## src/rtl/team_06_sram_pkg.sv

```systemverilog
// ----------------------------------------------------------------------------
// team_06_sram_pkg
// Shared types and constants for the audio delay-buffer SRAM scheduler.
//   state_t            : scheduler FSM states
//   gnt_t              : which requester owns the current transaction
//   DEFAULT_BASE_ADDR  : byte address of the circular buffer start
//   pickLane()         : extracts one byte lane from a 32-bit word
// ----------------------------------------------------------------------------
package team_06_sram_pkg;

    typedef enum logic [2:0] {
        RESYNC    = 3'd0,
        IDLE      = 3'd1,
        ISSUE     = 3'd2,
        WAIT_BUSY = 3'd3,
        WAIT_DONE = 3'd4,
        DONE      = 3'd5
    } state_t;

    typedef enum logic {
        GNT_WR = 1'b0,
        GNT_RD = 1'b1
    } gnt_t;

    localparam logic [31:0] DEFAULT_BASE_ADDR = 32'h3300_0000;

    // Byte lane 0 is the least significant byte of the bus word.
    function automatic logic [7:0] pickLane(input logic [31:0] word, input logic [1:0] lane);
        return word[{lane, 3'b000} +: 8];
    endfunction

endpackage

```

## src/rtl/team_06_sram_lane_map.sv

```systemverilog
// ----------------------------------------------------------------------------
// team_06_sram_lane_map
// Combinational byte-address to word-access translation, shared by the write
// and read paths of the scheduler.
// Ports:
//   byteAddr_i : byte offset inside the circular buffer
//   adr_o      : word-aligned bus address (BASE_ADDR + byte offset, low bits 0)
//   sel_o      : one-hot byte-lane select
//   lane_o     : byte lane index (byteAddr_i[1:0])
// ----------------------------------------------------------------------------
module team_06_sram_lane_map
    import team_06_sram_pkg::*;
#(
    parameter logic [31:0] BASE_ADDR = DEFAULT_BASE_ADDR,
    parameter int          PTR_W     = 12
) (
    input  logic [PTR_W-1:0] byteAddr_i,
    output logic [31:0]      adr_o,
    output logic [3:0]       sel_o,
    output logic [1:0]       lane_o
);

    // The word address drops the two lane bits; the lane bits instead pick
    // which of the four byte enables is raised.
    always_comb begin
        lane_o = byteAddr_i[1:0];
        sel_o  = 4'b0001 << byteAddr_i[1:0];
        adr_o  = BASE_ADDR + 32'({byteAddr_i[PTR_W-1:2], 2'b00});
    end

endmodule

```

## src/rtl/team_06_sram_scheduler.sv

```systemverilog
// ----------------------------------------------------------------------------
// team_06_sram_scheduler
// Sequences all SRAM traffic for the audio delay/echo buffer. Arbitrates
// between sample record (write) and past-sample fetch (read), owns the
// circular write pointer and drives the wishbone manager one byte at a time.
//
// Ports:
//   clk, rst              : clock, asynchronous active-high reset
//   enable                : low blocks new grants (in-flight ones finish)
//   wr_req/wr_data/wr_ack : sample record request, data, completion pulse
//   rd_req/rd_offset      : fetch request, distance back from newest sample
//   rd_data/rd_valid      : fetched sample (held) and its valid pulse
//   busy_i/rdata_i        : manager BUSY and read data
//   adr_o/wdata_o/sel_o   : word address, replicated write data, lane select
//   we_o/re_o             : one-cycle write / read strobes
//   wr_ptr                : next byte slot to be written
//   err                   : sticky "manager never went busy" flag
//
// Build option:
//   TEAM_06_SRAM_SCHED_RR_EN : round-robin arbitration when both requests are
//                              pending; otherwise write has fixed priority.
// ----------------------------------------------------------------------------
module team_06_sram_scheduler
    import team_06_sram_pkg::*;
#(
    parameter logic [31:0] BASE_ADDR = DEFAULT_BASE_ADDR,
    parameter int          PTR_W     = 12,
    parameter int          TIMEOUT   = 255
) (
    input  logic             clk,
    input  logic             rst,
    input  logic             enable,
    input  logic             wr_req,
    input  logic [7:0]       wr_data,
    output logic             wr_ack,
    input  logic             rd_req,
    input  logic [PTR_W-1:0] rd_offset,
    output logic [7:0]       rd_data,
    output logic             rd_valid,
    input  logic             busy_i,
    input  logic [31:0]      rdata_i,
    output logic [31:0]      adr_o,
    output logic [31:0]      wdata_o,
    output logic [3:0]       sel_o,
    output logic             we_o,
    output logic             re_o,
    output logic [PTR_W-1:0] wr_ptr,
    output logic             err
);

    localparam int               CNT_W    = $clog2(TIMEOUT + 1);
    localparam logic [CNT_W-1:0] CNT_LAST = CNT_W'(TIMEOUT - 1);

    state_t           state_q, state_d;
    gnt_t             gnt_q, gntPick;
    logic             grantNow, timedOut, pickRead, reqPending;
    logic [CNT_W-1:0] cnt_q, cnt_d;
    logic [PTR_W-1:0] wrPtr_q, rdByte, mapByte;
    logic [31:0]      adr_q, wdata_q, mapAdr;
    logic [3:0]       sel_q, mapSel;
    logic [1:0]       lane_q, mapLane;
    logic [7:0]       rdData_q;
    logic             err_q;
`ifdef TEAM_06_SRAM_SCHED_RR_EN
    logic             rrLastWr_q;
`endif

    // Arbitration and address selection. The read slot is counted back from
    // the write pointer; an offset of 0 would point at the not-yet-written
    // slot, so it is promoted to 1 (the newest recorded sample).
    always_comb begin
        reqPending = wr_req | rd_req;
`ifdef TEAM_06_SRAM_SCHED_RR_EN
        pickRead   = rd_req & (~wr_req | rrLastWr_q);
`else
        pickRead   = rd_req & ~wr_req;
`endif
        gntPick    = pickRead ? GNT_RD : GNT_WR;
        rdByte     = wrPtr_q - ((rd_offset == '0) ? PTR_W'(1) : rd_offset);
        mapByte    = pickRead ? rdByte : wrPtr_q;
    end

    team_06_sram_lane_map #(
        .BASE_ADDR (BASE_ADDR),
        .PTR_W     (PTR_W)
    ) u_lane_map (
        .byteAddr_i (mapByte),
        .adr_o      (mapAdr),
        .sel_o      (mapSel),
        .lane_o     (mapLane)
    );

    // Next-state logic. The timeout counter runs only while waiting for the
    // manager to acknowledge the strobe with BUSY; reaching CNT_LAST means
    // TIMEOUT cycles were spent in WAIT_BUSY.
    always_comb begin
        state_d  = state_q;
        cnt_d    = cnt_q;
        grantNow = 1'b0;
        timedOut = 1'b0;
        case (state_q)
            RESYNC: begin
                if (!busy_i) state_d = IDLE;
            end
            IDLE: begin
                if (enable && !busy_i && reqPending) begin
                    grantNow = 1'b1;
                    state_d  = ISSUE;
                end
            end
            ISSUE: begin
                cnt_d   = '0;
                state_d = WAIT_BUSY;
            end
            WAIT_BUSY: begin
                if (busy_i) begin
                    state_d = WAIT_DONE;
                end else if (cnt_q == CNT_LAST) begin
                    timedOut = 1'b1;
                    state_d  = DONE;
                end else begin
                    cnt_d = cnt_q + 1'b1;
                end
            end
            WAIT_DONE: begin
                if (!busy_i) state_d = DONE;
            end
            DONE: begin
                state_d = IDLE;
            end
            default: begin
                state_d = RESYNC;
            end
        endcase
    end

    // State register. Reset lands in RESYNC so a transfer the manager was
    // still running when we reset is allowed to drain first.
    always_ff @(posedge clk or posedge rst) begin
        if (rst) begin
            state_q <= RESYNC;
            cnt_q   <= '0;
        end else begin
            state_q <= state_d;
            cnt_q   <= cnt_d;
        end
    end

    // Transaction registers: address, lane select and write data are frozen
    // at grant so they are stable through ISSUE and held until DONE.
    always_ff @(posedge clk or posedge rst) begin
        if (rst) begin
            gnt_q   <= GNT_WR;
            adr_q   <= '0;
            sel_q   <= '0;
            lane_q  <= '0;
            wdata_q <= '0;
        end else if (grantNow) begin
            gnt_q   <= gntPick;
            adr_q   <= mapAdr;
            sel_q   <= mapSel;
            lane_q  <= mapLane;
            wdata_q <= (gntPick == GNT_WR) ? {4{wr_data}} : 32'h0;
        end
    end

    // Pointer, read capture and error flag. A timed-out write still consumes
    // its slot so the delay line keeps its timing; a timed-out read returns 0.
    always_ff @(posedge clk or posedge rst) begin
        if (rst) begin
            wrPtr_q  <= '0;
            rdData_q <= '0;
            err_q    <= 1'b0;
        end else begin
            if (state_q == DONE && gnt_q == GNT_WR) begin
                wrPtr_q <= wrPtr_q + 1'b1;
            end
            if (state_q == WAIT_DONE && !busy_i && gnt_q == GNT_RD) begin
                rdData_q <= pickLane(rdata_i, lane_q);
            end else if (timedOut && gnt_q == GNT_RD) begin
                rdData_q <= 8'h00;
            end
            if (timedOut) begin
                err_q <= 1'b1;
            end
        end
    end

`ifdef TEAM_06_SRAM_SCHED_RR_EN
    // Remembers who was served last so a contended grant goes to the other
    // requester; starts as "read last" so the first contended grant is a write.
    always_ff @(posedge clk or posedge rst) begin
        if (rst) begin
            rrLastWr_q <= 1'b0;
        end else if (grantNow) begin
            rrLastWr_q <= (gntPick == GNT_WR);
        end
    end
`endif

    assign we_o     = (state_q == ISSUE) && (gnt_q == GNT_WR);
    assign re_o     = (state_q == ISSUE) && (gnt_q == GNT_RD);
    assign wr_ack   = (state_q == DONE)  && (gnt_q == GNT_WR);
    assign rd_valid = (state_q == DONE)  && (gnt_q == GNT_RD);
    assign adr_o    = adr_q;
    assign sel_o    = sel_q;
    assign wdata_o  = wdata_q;
    assign rd_data  = rdData_q;
    assign wr_ptr   = wrPtr_q;
    assign err      = err_q;

endmodule

```

## config.mk

```make
export PLATFORM = sky130hd
export DESIGN_NAME = team_06_sram_scheduler
export DESIGN_NICKNAME = d
export VERILOG_FILES = /design/src/rtl/team_06_sram_pkg.sv /design/src/rtl/team_06_sram_lane_map.sv /design/src/rtl/team_06_sram_scheduler.sv
export SDC_FILE = /design/constraint.sdc
export NUM_CORES = 1
export LEC_CHECK = 0
export ABC_AREA = 1
export CAP_MARGIN = 5
export CORE_MARGIN = 4
export CORE_UTILIZATION = 42
export CTS_BUF_LIST = sky130_fd_sc_hd__clkbuf_4
export CTS_CLUSTER_SIZE = 24
export DETAILED_ROUTE_END_ITERATION = 12
export GPL_ROUTABILITY_DRIVEN = 0
export PLACE_DENSITY = 0.73
export SYNTH_ARGS = -nofsm -noshare
export SYNTH_HDL_FRONTEND = slang
export SYNTH_HIERARCHICAL = 1
export SYNTH_SLANG_ARGS = --single-unit
```

## constraint.sdc

```tcl
create_clock -name clk -period 8.08 [get_ports clk]
set_input_delay 1.616 -clock clk [delete_from_list [all_inputs] [get_ports clk]]
set_output_delay 1.616 -clock clk [all_outputs]
set_load 0.05 [all_outputs]
```

==> Word level (Yosys, flattened, before mapping) <==
Cells that the tools add are included.
{ "word_totals": {"ff_bits": 103, "input_bits": 58, "out_inout_bits": 93, "word_cells": 68} }
{ "op_classes": {"add_sub_neg": 4, "n_eq_ne": 12, "shifts": 2, "n_mux": 20, "n_bitwise": 4, "n_reduce_logical": 16} }
{ "op_table": {"columns": ["cell", "count"], "rows": [
  ["32-bit two-way mux", 1],
  ["8-bit two-way mux", 4],
  ["32-bit by 6-bit variable part select with 8-bit output", 1],
  ["30-bit by 12-bit adder with 31-bit output, first input constant", 1],
  ["12-bit two-way mux", 2],
  ["3-bit one-hot mux with 6 select lines", 1],
  ["8-bit one-hot mux with 2 select lines", 1],
  ["3-bit two-way mux", 5],
  ["12-bit by 1-bit adder with 12-bit output, second input constant", 1],
  ["12-bit logical NOT", 1],
  ["12-bit subtractor", 1],
  ["2-bit != test, second input constant", 5],
  ["1-bit logical AND", 9],
  ["8-bit by 1-bit adder with 8-bit output, second input constant", 1],
  ["8-bit equality test, second input constant", 1],
  ["3-bit by 2-bit equality test with 1-bit output, second input constant", 2],
  ["3-bit equality test, second input constant", 2],
  ["1-bit two-way mux", 6],
  ["4-bit AND reduction", 1],
  ["2-bit nonzero test", 2],
  ["1-bit by 2-bit << shifter with 4-bit output, first input constant", 1],
  ["3-bit by 1-bit equality test with 1-bit output, second input constant", 1],
  ["3-bit logical NOT", 1],
  ["3-bit != test, second input constant", 1],
  ["5 further kinds", 6]
]} }

==> Logic depth before layout (Yosys ltp) <==
Gate-level depths: netlist (run 1).
{ "depth": {"word_depth": 7, "mapped_depth": 15, "ltp_nobuf": 14} }

==> Cells and area by module <==
The synthesis (run 1) kept the hierarchy.
{ "modules_own_cells": {"columns": ["mod", "instances", "cells_per_inst", "area_per_inst_um2", "seq_area_each_um2"], "rows": [
  ["team_06_sram_scheduler", 1, 642, 4765.8, 1976.9],
  ["team_06_sram_lane_map", 1, 43, 289.0, 0.0]
]} }

==> Worst setup path before layout (run 1) <==
Ideal clock, no wire load.
{ "synth_path": {"kind": "input-to-reg", "start": "input port rd_offset[4]", "end": "register adr_q[6] (netlist: adr_o[6])", "arrival_time_ps": 3424, "t_required_ps": 8015, "setup_slack_ps": 4591, "cell_stages": 15, "path_buffers": 1, "path_cell_list": "nor4_1 -> a31o_2 -> ha_1 -> inv_1 -> fa_1 -> nand2_1 -> nand3_1 -> nand2_1 -> o21ai_0 -> nand2_1 -> nand2_1 -> o21ai_0 -> buf_4 -> nand2_1 -> nand2_1"} }
{ "synth_between": {"elab_chain_cells": 5} }
{ "synth_rtl": {"columns": ["element", "line_no", "text"], "rows": [
  ["start, declared", "team_06_sram_scheduler.sv:37", "input logic [PTR_W-1:0] rd_offset,"],
  ["12-bit logical NOT", "team_06_sram_scheduler.sv:79", "rdByte = wrPtr_q - ((rd_offset == '0) ? PTR_W'(1) : rd_offset);"],
  ["12-bit two-way mux (*)", "team_06_sram_scheduler.sv:79", null],
  ["12-bit subtractor (*)", "team_06_sram_scheduler.sv:79", null],
  ["12-bit two-way mux (*)", "team_06_sram_scheduler.sv:80", "mapByte = pickRead ? rdByte : wrPtr_q;"],
  ["named net mapByte[6]", "team_06_sram_scheduler.sv:58", "logic [PTR_W-1:0] wrPtr_q, rdByte, mapByte;"],
  ["30-bit by 12-bit adder with 31-bit output (*)", "team_06_sram_lane_map.sv:28", "adr_o = BASE_ADDR + 32'({byteAddr_i[PTR_W-1:2], 2'b00});"],
  ["named net mapAdr[6]", "team_06_sram_scheduler.sv:59", "logic [31:0] adr_q, wdata_q, mapAdr;"],
  ["end signal, assigned", "team_06_sram_scheduler.sv:160", "adr_q <= mapAdr;"],
  ["end, declared", "team_06_sram_scheduler.sv:59", null]
]} }
Mark *: on every way through the listed nets, which the timed path passes. The rest lies on a longest branch.
A chain may end at the register's enable or synchronous reset.

==> Final worst setup path (run 1) <==
{ "layout_path": {"start": "input port rd_req", "end": "register sel_q[1] (netlist: sel_o[1])"} }
{ "layout_between": {"elab_cells_between_ends": 7, "cone_classes": "shift: 1; mux: 3; bitwise: 2; reduce/logical: 1"} }
{ "layout_lines": {"columns": ["element", "line_no", "text"], "rows": [
  ["start, declared", "team_06_sram_scheduler.sv:36", "input logic rd_req,"],
  ["1-bit bitwise AND", "team_06_sram_scheduler.sv:76", "pickRead = rd_req & ~wr_req;"],
  ["12-bit two-way mux", "team_06_sram_scheduler.sv:80", null],
  ["named net mapByte[0]", "team_06_sram_scheduler.sv:58", null],
  ["1-bit by 2-bit << shifter with 4-bit output", "team_06_sram_lane_map.sv:27", "sel_o = 4'b0001 << byteAddr_i[1:0];"],
  ["named net mapSel[1]", "team_06_sram_scheduler.sv:60", "logic [3:0] sel_q, mapSel;"],
  ["end signal, assigned", "team_06_sram_scheduler.sv:161", "sel_q <= mapSel;"],
  ["end, declared", "team_06_sram_scheduler.sv:60", null]
]} }
The timed path passes the listed nets, and every way through them passes these cells.

==> results.json, run 1 <==
{
  "outcome": "completed",
  "grt.busiest_layer": "met2",
  "yosysWarnings": 6,
  "yosysSeqAreaShare_pct": 39.1,
  "drt-total-wl_um": 13300,
  "io_buffers": 150,
  "diodes": 0,
  "grt_pass1_vias": 4474,
  "peakVddDrop_mv": 0.223,
  "synth_cells": 685,
  "drc": 0,
  "path_class": "input pin to register",
  "synth_top_area_share_pct": 39.1,
  "slowest_stage": "o21ai_0",
  "synth_top_area_cell": "dfrtp_1",
  "regArea_um2": 1980,
  "drive_gt1_share_pct": 5.26,
  "wire_per_inst_um": 14.2,
  "rows": 39,
  "hold_viol_final": 0,
  "chipWidth_um": 118,
  "path_buf_inv": 4,
  "clock_sinks": 79,
  "cellPowerDensity_nw_per_um2": 385,
  "cts_hold_buf": 0,
  "track_usage_pct": 19.1,
  "power.total_mw": 2.47,
  "antenna_found_initial": 0,
  "worstPathCellList": "clkdlybuf4s50_1 -> inv_1 -> nor2_2 -> clkinv_1 -> o21ai_0 -> inv_1 -> nor2_1 -> nand2_1 -> nand2_1",
  "gr-total-overflow": 0,
  "synth_ff_type": "dfrtp_1",
  "crit_fanout": 18,
  "layout_worst_path_cycle_share_pct": 49.8,
  "crit_path_start": "rd_req",
  "ctsHtreeMaxLevel": 3,
  "clkLatencyLatePin_ns": 0.43,
  "worstReg2RegStart": "wr_ptr[0]",
  "cts_tree": "built",
  "synthToLayoutAreaGrowth_pct": 26.7,
  "use_met2_pct": 32.2,
  "async_flop_share_pct": 100,
  "multi_input_area_um2": 2310,
  "clkTransAtPathRegs_ns": 0.13,
  "ys_top_cells_by_area": "dfrtp_1 39%, nand2_1 18%, buf_4 9.4%",
  "nNetsFinal": 867,
  "fillerInstances": 1087,
  "met1_usage_pct": 23.7,
  "arrival_ns": 4.40,
  "slew-limit-headroom_pct": 32.9,
  "yosysMostFrequentCell": "nand2_1",
  "cpPeakStageDelay_ns": 0.72,
  "fin_util_pct": 55.1,
  "coreArea_um2": 11600,
  "ys_top_cells_by_count": "248 x nand2_1, 79 x dfrtp_1, 67 x inv_1, 63 x buf_4, 57 x nand3_1",
  "required_ns": 8.46,
  "ant_nets": 0,
  "path_delay_family": "buffers and inverters",
  "yosys.cell_types.count": 35,
  "fin_skew_ns": 0.0110,
  "grt_max_degree": 80,
  "placed_cell_area_um2": 6270,
  "worstSetupEndpointType": "register",
  "syn_area_um2": 5050,
  "cap_violations": 0,
  "cts_resized": 0,
  "avgViaCountPerCell": 4.94,
  "root_buffer": "clkbuf_4",
  "worstMarginPinSlew_ns": 1.01,
  "grt_pass1_wl_um": 22000,
  "cts_made_buffers": 9,
  "r2r_setup_slack_ns": 5.99,
  "synth_seq_cells": 79,
  "power.leakage_nw": 3.23,
  "dieArea_um2": 13900,
  "die_height_um": 118,
  "vias": 4650,
  "cts_setup_buffers": 0,
  "dr.pass1.iters": 5,
  "hp-class": "register to register",
  "synth_area_per_cell_um2": 7.38,
  "holdWs_ns": 0.484,
  "min-delay-start": "adr_o[20]",
  "clockBufferDepth": 2,
  "hpwl_um": 9880,
  "final_area_um2": 6400,
  "max_freq_ghz": 0.249,
  "setup_violations": 0,
  "use_met3_pct": 5.09,
  "io_pins": 151,
  "slew_viol_final": 0,
  "drt-initial-drc-count": 278,
  "startpoint_type": "input pin",
  "initial_core_util_pct": 43.5,
  "rsz0062_at_grt": "no",
  "finalSetupTns_ns": 0,
  "finalCriticalPeriod_ns": 4.02,
  "synth_edf_count": 0
}
## flip-flops by register name, summed over array words and instances, names as in the netlist
register	count
cnt_q	8
lane_q	2
adr_o	32
err	1
wr_ptr	12
wdata_o	8
gnt_q	1
state_q	3
rd_data	8
sel_o	4
## report_power, final
| group | leakage (nW) | internal, mW | switching [mW] | total (mW) |
|---|---|---|---|---|
| sequential | 1.03 | 0.545 | 0.139 | 0.685 |
| clock | 0.0749 | 0.0920 | 0.142 | 0.234 |
| combinational | 2.13 | 0.481 | 1.07 | 1.55 |
| total | 3.23 | 1.12 | 1.35 | 2.47 |
## kinds of logic (layout without fill, tap and decap cells)
logic type / Yosys count / after routing / share of synthesized area [%]
adder cells (fa/ha/maj): 15 / 15 / 3.86
AO/OA/AOI/OAI: 51 / 51 / 5.37
buffers and inverters: 151 / 245 / 16.6
AND/OR/NAND/NOR: 374 / 374 / 32.6
other: 2 / 22 / 0.149
XOR/XNOR: 13 / 13 / 2.25
flip-flops: 79 / 79 / 39.1
## worst reg2reg max path: cells and delay by family (launching register included)
kind	cells	cell delay (ns)
adders and majority gates	2	0.57
buffers and inverters	2	0.17
AOI/OAI and AO/OA	2	0.28
and+or+nand+nor	7	0.58
DFF	1	0.47
## stage by stage
step,setup WS [ns],std cells
floorplan,4.44,705
global placement,3.82,926
detailed placement,3.66,926
CTS,4.05,942
global route,3.84,942
finish,4.06,942
## cell usage in the layout, fill, tap and decap left out, drive strengths merged, types with 7 or more instances in the layout
| cell | count |
|---|---|
| dfrtp | 79 |
| a21oi | 15 |
| xor2 | 12 |
| nand2 | 252 |
| nor2 | 34 |
| clkbuf | 9 |
| nand3 | 58 |
| clkinv | 9 |
| conb | 22 |
| ha | 14 |
| nand4 | 7 |
| nor3 | 14 |
| clkdlybuf4s50 | 150 |
| inv | 74 |
| o21ai | 29 |
## path summary, 6_finish.rpt
check | depth (start not counted) | endpoint
max in group asynchronous | 3 | wr_ptr[9]
worst min-delay path | 2 | adr_o[20]
worst min register to register | 2 | adr_o[20]
min in group asynchronous | 3 | adr_o[24]
worst max-delay path | 9 | sel_o[1]
worst max register to register | 13 | adr_o[6]
## layer usage
metal | wire length (um) | vias up
li1 | - | 2292
met1 | 5770 | 2147
met2 | 6390 | 182
met3 | 854 | 29
met4 | 327 | 0
met5 | 0 | -
## final cells by class
class | instances | share of cell area (%)
tap | 143 | 2.79
clock buffer | 9 | 1.06
timing repair buffer | 152 | 23.7
inverter | 77 | 4.53
multi-input combinational | 475 | 36.1
clock inverter | 7 | 0.957
sequential | 79 | 30.9
No activity file was read; power rests on OpenSTA's default activity.
==> run 2: changes to the inputs <==
--- a/config.mk
+++ b/config.mk
@@ -13,7 +13,7 @@
 export CTS_CLUSTER_SIZE = 24
 export DETAILED_ROUTE_END_ITERATION = 12
 export GPL_ROUTABILITY_DRIVEN = 0
-export PLACE_DENSITY = 0.73
+export PLACE_DENSITY = 0.75
 export SYNTH_ARGS = -nofsm -noshare
 export SYNTH_HDL_FRONTEND = slang
 export SYNTH_HIERARCHICAL = 1
==> constraint.sdc (replaced) <==
create_clock -name clk -period 3.6 [get_ports clk]
set_input_delay 0.72 -clock clk [delete_from_list [all_inputs] [get_ports clk]]
set_output_delay 0.72 -clock clk [all_outputs]
set_load 0.05 [all_outputs]
==> results.json, run 2 (synthesis results as in run 1) <==
{
  "outcome": "completed",
  "slew_viol_final": 0,
  "startpoint_type": "register",
  "final_common_cell": "nand2_1",
  "cellPowerDensity_nw_per_um2": 867,
  "synthToLayoutAreaGrowth_pct": 27.9,
  "cts_setup_buffers": 0,
  "largest_register_ffs": 32,
  "max_freq_ghz": 0.327,
  "io_pins": 151,
  "met3_length_um": 644,
  "io_buffers": 150,
  "clkTransAtPathRegs_ns": 0.12,
  "holdPathEnd": "err",
  "worstMarginPinSlew_ns": 0.778,
  "ant_nets": 0,
  "chipWidth_um": 118,
  "cts_hold_buf": 0,
  "final_cell_mix": "248 x nand2_1, 150 x clkdlybuf4s50_1, 79 x dfrtp_1, 66 x inv_1, 57 x nand3_1",
  "path_depth": 4,
  "top_layer": "met4",
  "hp-class": "register to register",
  "grt_max_degree": 51,
  "path_buf_inv": 2,
  "grt_pass1_vias": 4273,
  "required_ns": 2.88,
  "multi_input_area_um2": 2310,
  "setup_violations": 0,
  "clockBufferDepth": 2,
  "ctsHtreeMaxLevel": 3,
  "finalSetupTns_ns": 0,
  "regArea_um2": 1980,
  "r2r_setup_slack_ns": 1.51,
  "cts_tree": "built",
  "slowest_stage": "clkdlybuf4s50_1",
  "root_buffer": "clkbuf_4",
  "worstReg2RegStart": "wr_ptr[0]",
  "avgViaCountPerCell": 4.70,
  "gr-total-overflow": 0,
  "power.total_mw": 5.60,
  "die_height_um": 118,
  "hpwl_um": 9770,
  "holdWs_ns": 0.480,
  "rsz0062_at_grt": "no",
  "grt_pass1_wl_um": 21500,
  "cts_resized": 0,
  "dr.pass1.iters": 5,
  "drc": 0,
  "worstSetupEndpointType": "primary output",
  "coreArea_um2": 11600,
  "wire_per_inst_um": 13.7,
  "nNetsFinal": 871,
  "crit_fanout": 6,
  "vias": 4450,
  "cpPeakStageDelay_ns": 0.84,
  "cts_made_buffers": 9,
  "power.leakage_nw": 3.26,
  "path_delay_family": "buffers and inverters",
  "fillerInstances": 1112,
  "clkLatencyLatePin_ns": 0.43,
  "rows": 39,
  "drt-total-wl_um": 13000,
  "antenna_found_initial": 0,
  "clock_sinks": 79,
  "r2r_cells": 13,
  "track_usage_pct": 18.9,
  "route.met2.wl_um": 5950,
  "min-delay-start": "err",
  "peakVddDrop_mv": 0.470,
  "dieArea_um2": 13900,
  "path_class": "register to primary output",
  "drive_gt1_share_pct": 5.73,
  "initial_core_util_pct": 43.5,
  "layout_worst_path_cycle_share_pct": 85.0,
  "slew-limit-headroom_pct": 48.1,
  "diodes": 0,
  "arrival_ns": 2.34,
  "hold_viol_final": 0,
  "m1WireLength_um": 6100,
  "worstPathCellList": "nor3_1 -> inv_1 -> nor2_1 -> clkdlybuf4s50_1",
  "hold_depth": 1,
  "finalCriticalPeriod_ns": 3.06,
  "dp_cells": 930,
  "r2r_end": "adr_o[6]",
  "drt-initial-drc-count": 203,
  "fin_skew_ns": 0.0183,
  "cap_violations": 0,
  "final_cells": 946
}
-- run 2: stage by stage --
step / setup slack (ns) / cell area (um^2) / util, %
2_1_floorplan: 0.857 / 5130 / -
3_3_place_gp: 0.221 / 6300 / 54.3
3_5_place_dp: 0.184 / 6300 / 54.3
4_1_cts: 0.515 / 6460 / 55.7
5_1_grt: 0.407 / 6460 / 55.7
6_report: 0.539 / 6460 / 55.7
-- run 2: per-layer routing --
| metal | vias to the layer above | GRT usage, % |
|---|---|---|
| li1 | 2295 | - |
| met1 | 2010 | 24.9 |
| met2 | 125 | 30.5 |
| met3 | 20 | 3.70 |
| met4 | 0 | 7.40 |
| met5 | - | 0 |
-- run 2: area by class of cell --
class / instances / area share (%)
Clock inverter: 6 / 1.30
Multi-Input combinational cell: 475 / 35.8
Inverter: 77 / 4.49
Clock buffer: 10 / 1.16
Timing Repair Buffer: 156 / 23.9
Tap cell: 143 / 2.77
Sequential cell: 79 / 30.6
-- run 2: where the power goes --
part / leakage (nW) / switching, mW / internal (mW)
registers: 1.03 / 0.311 / 1.22
clock network: 0.0821 / 0.319 / 0.288
logic: 2.15 / 2.38 / 1.08
-- run 2: worst max-delay path by stage --
stage / start / to
CTS: state_q[0] / re_o
floorplan: rst / adr_o[0]
finish: state_q[0] / re_o
global placement: rd_offset[9] / adr_o[6]
global route: state_q[0] / re_o
detailed placement: rd_offset[9] / adr_o[6]
==> run 3: changes to the inputs <==
--- a/config.mk
+++ b/config.mk
@@ -8,12 +8,11 @@
 export ABC_AREA = 1
 export CAP_MARGIN = 5
 export CORE_MARGIN = 4
-export CORE_UTILIZATION = 42
+export CORE_UTILIZATION = 45
 export CTS_BUF_LIST = sky130_fd_sc_hd__clkbuf_4
 export CTS_CLUSTER_SIZE = 24
 export DETAILED_ROUTE_END_ITERATION = 12
-export GPL_ROUTABILITY_DRIVEN = 0
-export PLACE_DENSITY = 0.75
+export PLACE_DENSITY = 0.8
 export SYNTH_ARGS = -nofsm -noshare
 export SYNTH_HDL_FRONTEND = slang
 export SYNTH_HIERARCHICAL = 1
==> results.json, run 3 (synthesis results as in run 1) <==
{
  "grt_pass1_vias": 4157,
  "gp_congestion": 0.899,
  "vias": 4503,
  "arrival_ns": 2.34,
  "chipWidth_um": 114,
  "cap_violations": 0,
  "clkLatencyLatePin_ns": 0.43,
  "finalSetupTns_ns": 0,
  "dr.pass1.iters": 5,
  "power.leakage_nw": 3.28,
  "p_sw_mw": 3.01,
  "cts_made_buffers": 9,
  "min-delay-start": "adr_o[18]",
  "largest_register_ffs": 32,
  "worstSetupEndpointType": "primary output",
  "slowest_stage": "clkdlybuf4s50_1",
  "cts_resized": 0,
  "cts_setup_buffers": 0,
  "hpwl_um": 9730,
  "io_pins": 151,
  "cellPowerDensity_nw_per_um2": 872,
  "track_usage_pct": 19.8,
  "final_cell_mix": "248 x nand2_1, 150 x clkdlybuf4s50_1, 79 x dfrtp_1, 66 x inv_1, 57 x nand3_1",
  "hold_viol_final": 0,
  "fillerInstances": 1008,
  "seq_power_share_pct": 27.1,
  "r2r_cells": 13,
  "ctsHtreeMaxLevel": 3,
  "initial_core_util_pct": 46.2,
  "die_height_um": 114,
  "peakVddDrop_mv": 0.608,
  "setup_violations": 0,
  "final_cells": 944,
  "grt_pass1_wl_um": 20500,
  "internal-power_mw": 2.66,
  "drive_gt1_share_pct": 5.97,
  "cts_hold_buf": 0,
  "p_clk_share_pct": 11.9,
  "avgViaCountPerCell": 4.77,
  "antenna_found_initial": 0,
  "dpl_worst_slack_ns": 0.276,
  "wire_per_inst_um": 13.6,
  "outcome": "completed",
  "worstPathCellList": "inv_2 -> nor3_1 -> inv_1 -> nor2_1 -> clkdlybuf4s50_1",
  "grt_max_degree": 45,
  "crit_fanout": 6,
  "power.total_mw": 5.66,
  "path_class": "register to primary output",
  "clockBufferDepth": 2,
  "required_ns": 2.88,
  "io_buffers": 150,
  "worstReg2RegStart": "wr_ptr[0]",
  "hold_depth": 2,
  "diodes": 0,
  "hp-class": "register to register",
  "synthToLayoutAreaGrowth_pct": 28.5,
  "cts_tree": "built",
  "dieArea_um2": 13000,
  "rows": 38,
  "gr-total-overflow": 0,
  "rsz0062_at_grt": "no",
  "final_common_cell": "nand2_1",
  "cpPeakStageDelay_ns": 0.82,
  "drt-total-wl_um": 12800,
  "fin_skew_ns": 0.0229,
  "worstMarginPinSlew_ns": 0.754,
  "crit_path_start": "state_q[1]",
  "switching_share_pct": 53.1,
  "ant_nets": 0,
  "layout_worst_path_cycle_share_pct": 85.0,
  "power_frac_comb_pct": 61.0,
  "slew-limit-headroom_pct": 49.7,
  "startpoint_type": "register",
  "root_buffer": "clkbuf_4",
  "dp_cells": 928,
  "drc": 0,
  "setup_slack_ns": 0.540,
  "drt-initial-drc-count": 206,
  "coreArea_um2": 10900,
  "finalCriticalPeriod_ns": 3.06,
  "slew_viol_final": 0,
  "clock_sinks": 79,
  "nNetsFinal": 872,
  "max_freq_ghz": 0.327,
  "clkTransAtPathRegs_ns": 0.12
}
run 3: cell count changes in the layout (fill, tap and decap cells not counted), sizes merged:
cell | before | now
buf | 6 | 7
bufinv | 2 | 3
clkbuf | 10 | 9
run 3: power by group through the flow:
stage,Sequential (mW),Combinational [mW],Clock [mW]
after CTS,1.54,3.48,0.701
after global routing,1.59,3.66,0.747
after detailed placement,1.55,3.48,0
final,1.53,3.45,0.677
after floorplan,2.52,1.57,0
after global placement,1.55,3.44,0
run 3: metrics by stage:
| step | instance area, um^2 | util [%] | hold slack (ns) |
|---|---|---|---|
| 2_1_floorplan | 5130 | - | 0.490 |
| 3_3_place_gp | 6310 | 57.7 | 0.450 |
| 3_5_place_dp | 6310 | 57.7 | 0.457 |
| 4_1_cts | 6490 | 59.4 | 0.488 |
| 5_1_grt | 6490 | 59.4 | 0.508 |
| 6_report | 6490 | 59.4 | 0.482 |
run 3: layer usage:
layer / track usage [%] / up-vias / share of wire (%)
met1: 26.3 / 2044 / 44
met5: 0 / - / 0
met4: 6.73 / 0 / 1.9
met3: 3.98 / 21 / 7.3
met2: 32.3 / 136 / 46
li1: - / 2302 / -
run 3: critical path: cells and delay by family, from the launching register on:
kind	cells	cell delay, ns
simple gates	2	0.34
flops	1	0.45
buf+inv	3	1.12
run 3: path summary, 6_finish.rpt:
check                             to  slack [ns]
setup / recovery                re_o        0.54
hold / removal             adr_o[18]        0.48
setup reg to reg            adr_o[6]        1.49
hold reg to reg            adr_o[18]        0.48
max in group asynchronous  wr_ptr[7]        2.29
min in group asynchronous   cnt_q[2]        0.61
run 3: layout make-up:
class | count | area, um^2 | share of cell area, %
flip-flops and latches | 79 | 1980 | 30.4
repair buffers | 157 | 1550 | 23.9
well taps | 140 | 175 | 2.70
inverters | 77 | 290 | 4.47
clock buffers | 9 | 67.6 | 1.04
clock inverters | 7 | 119 | 1.83
multi-input cells | 475 | 2310 | 35.6
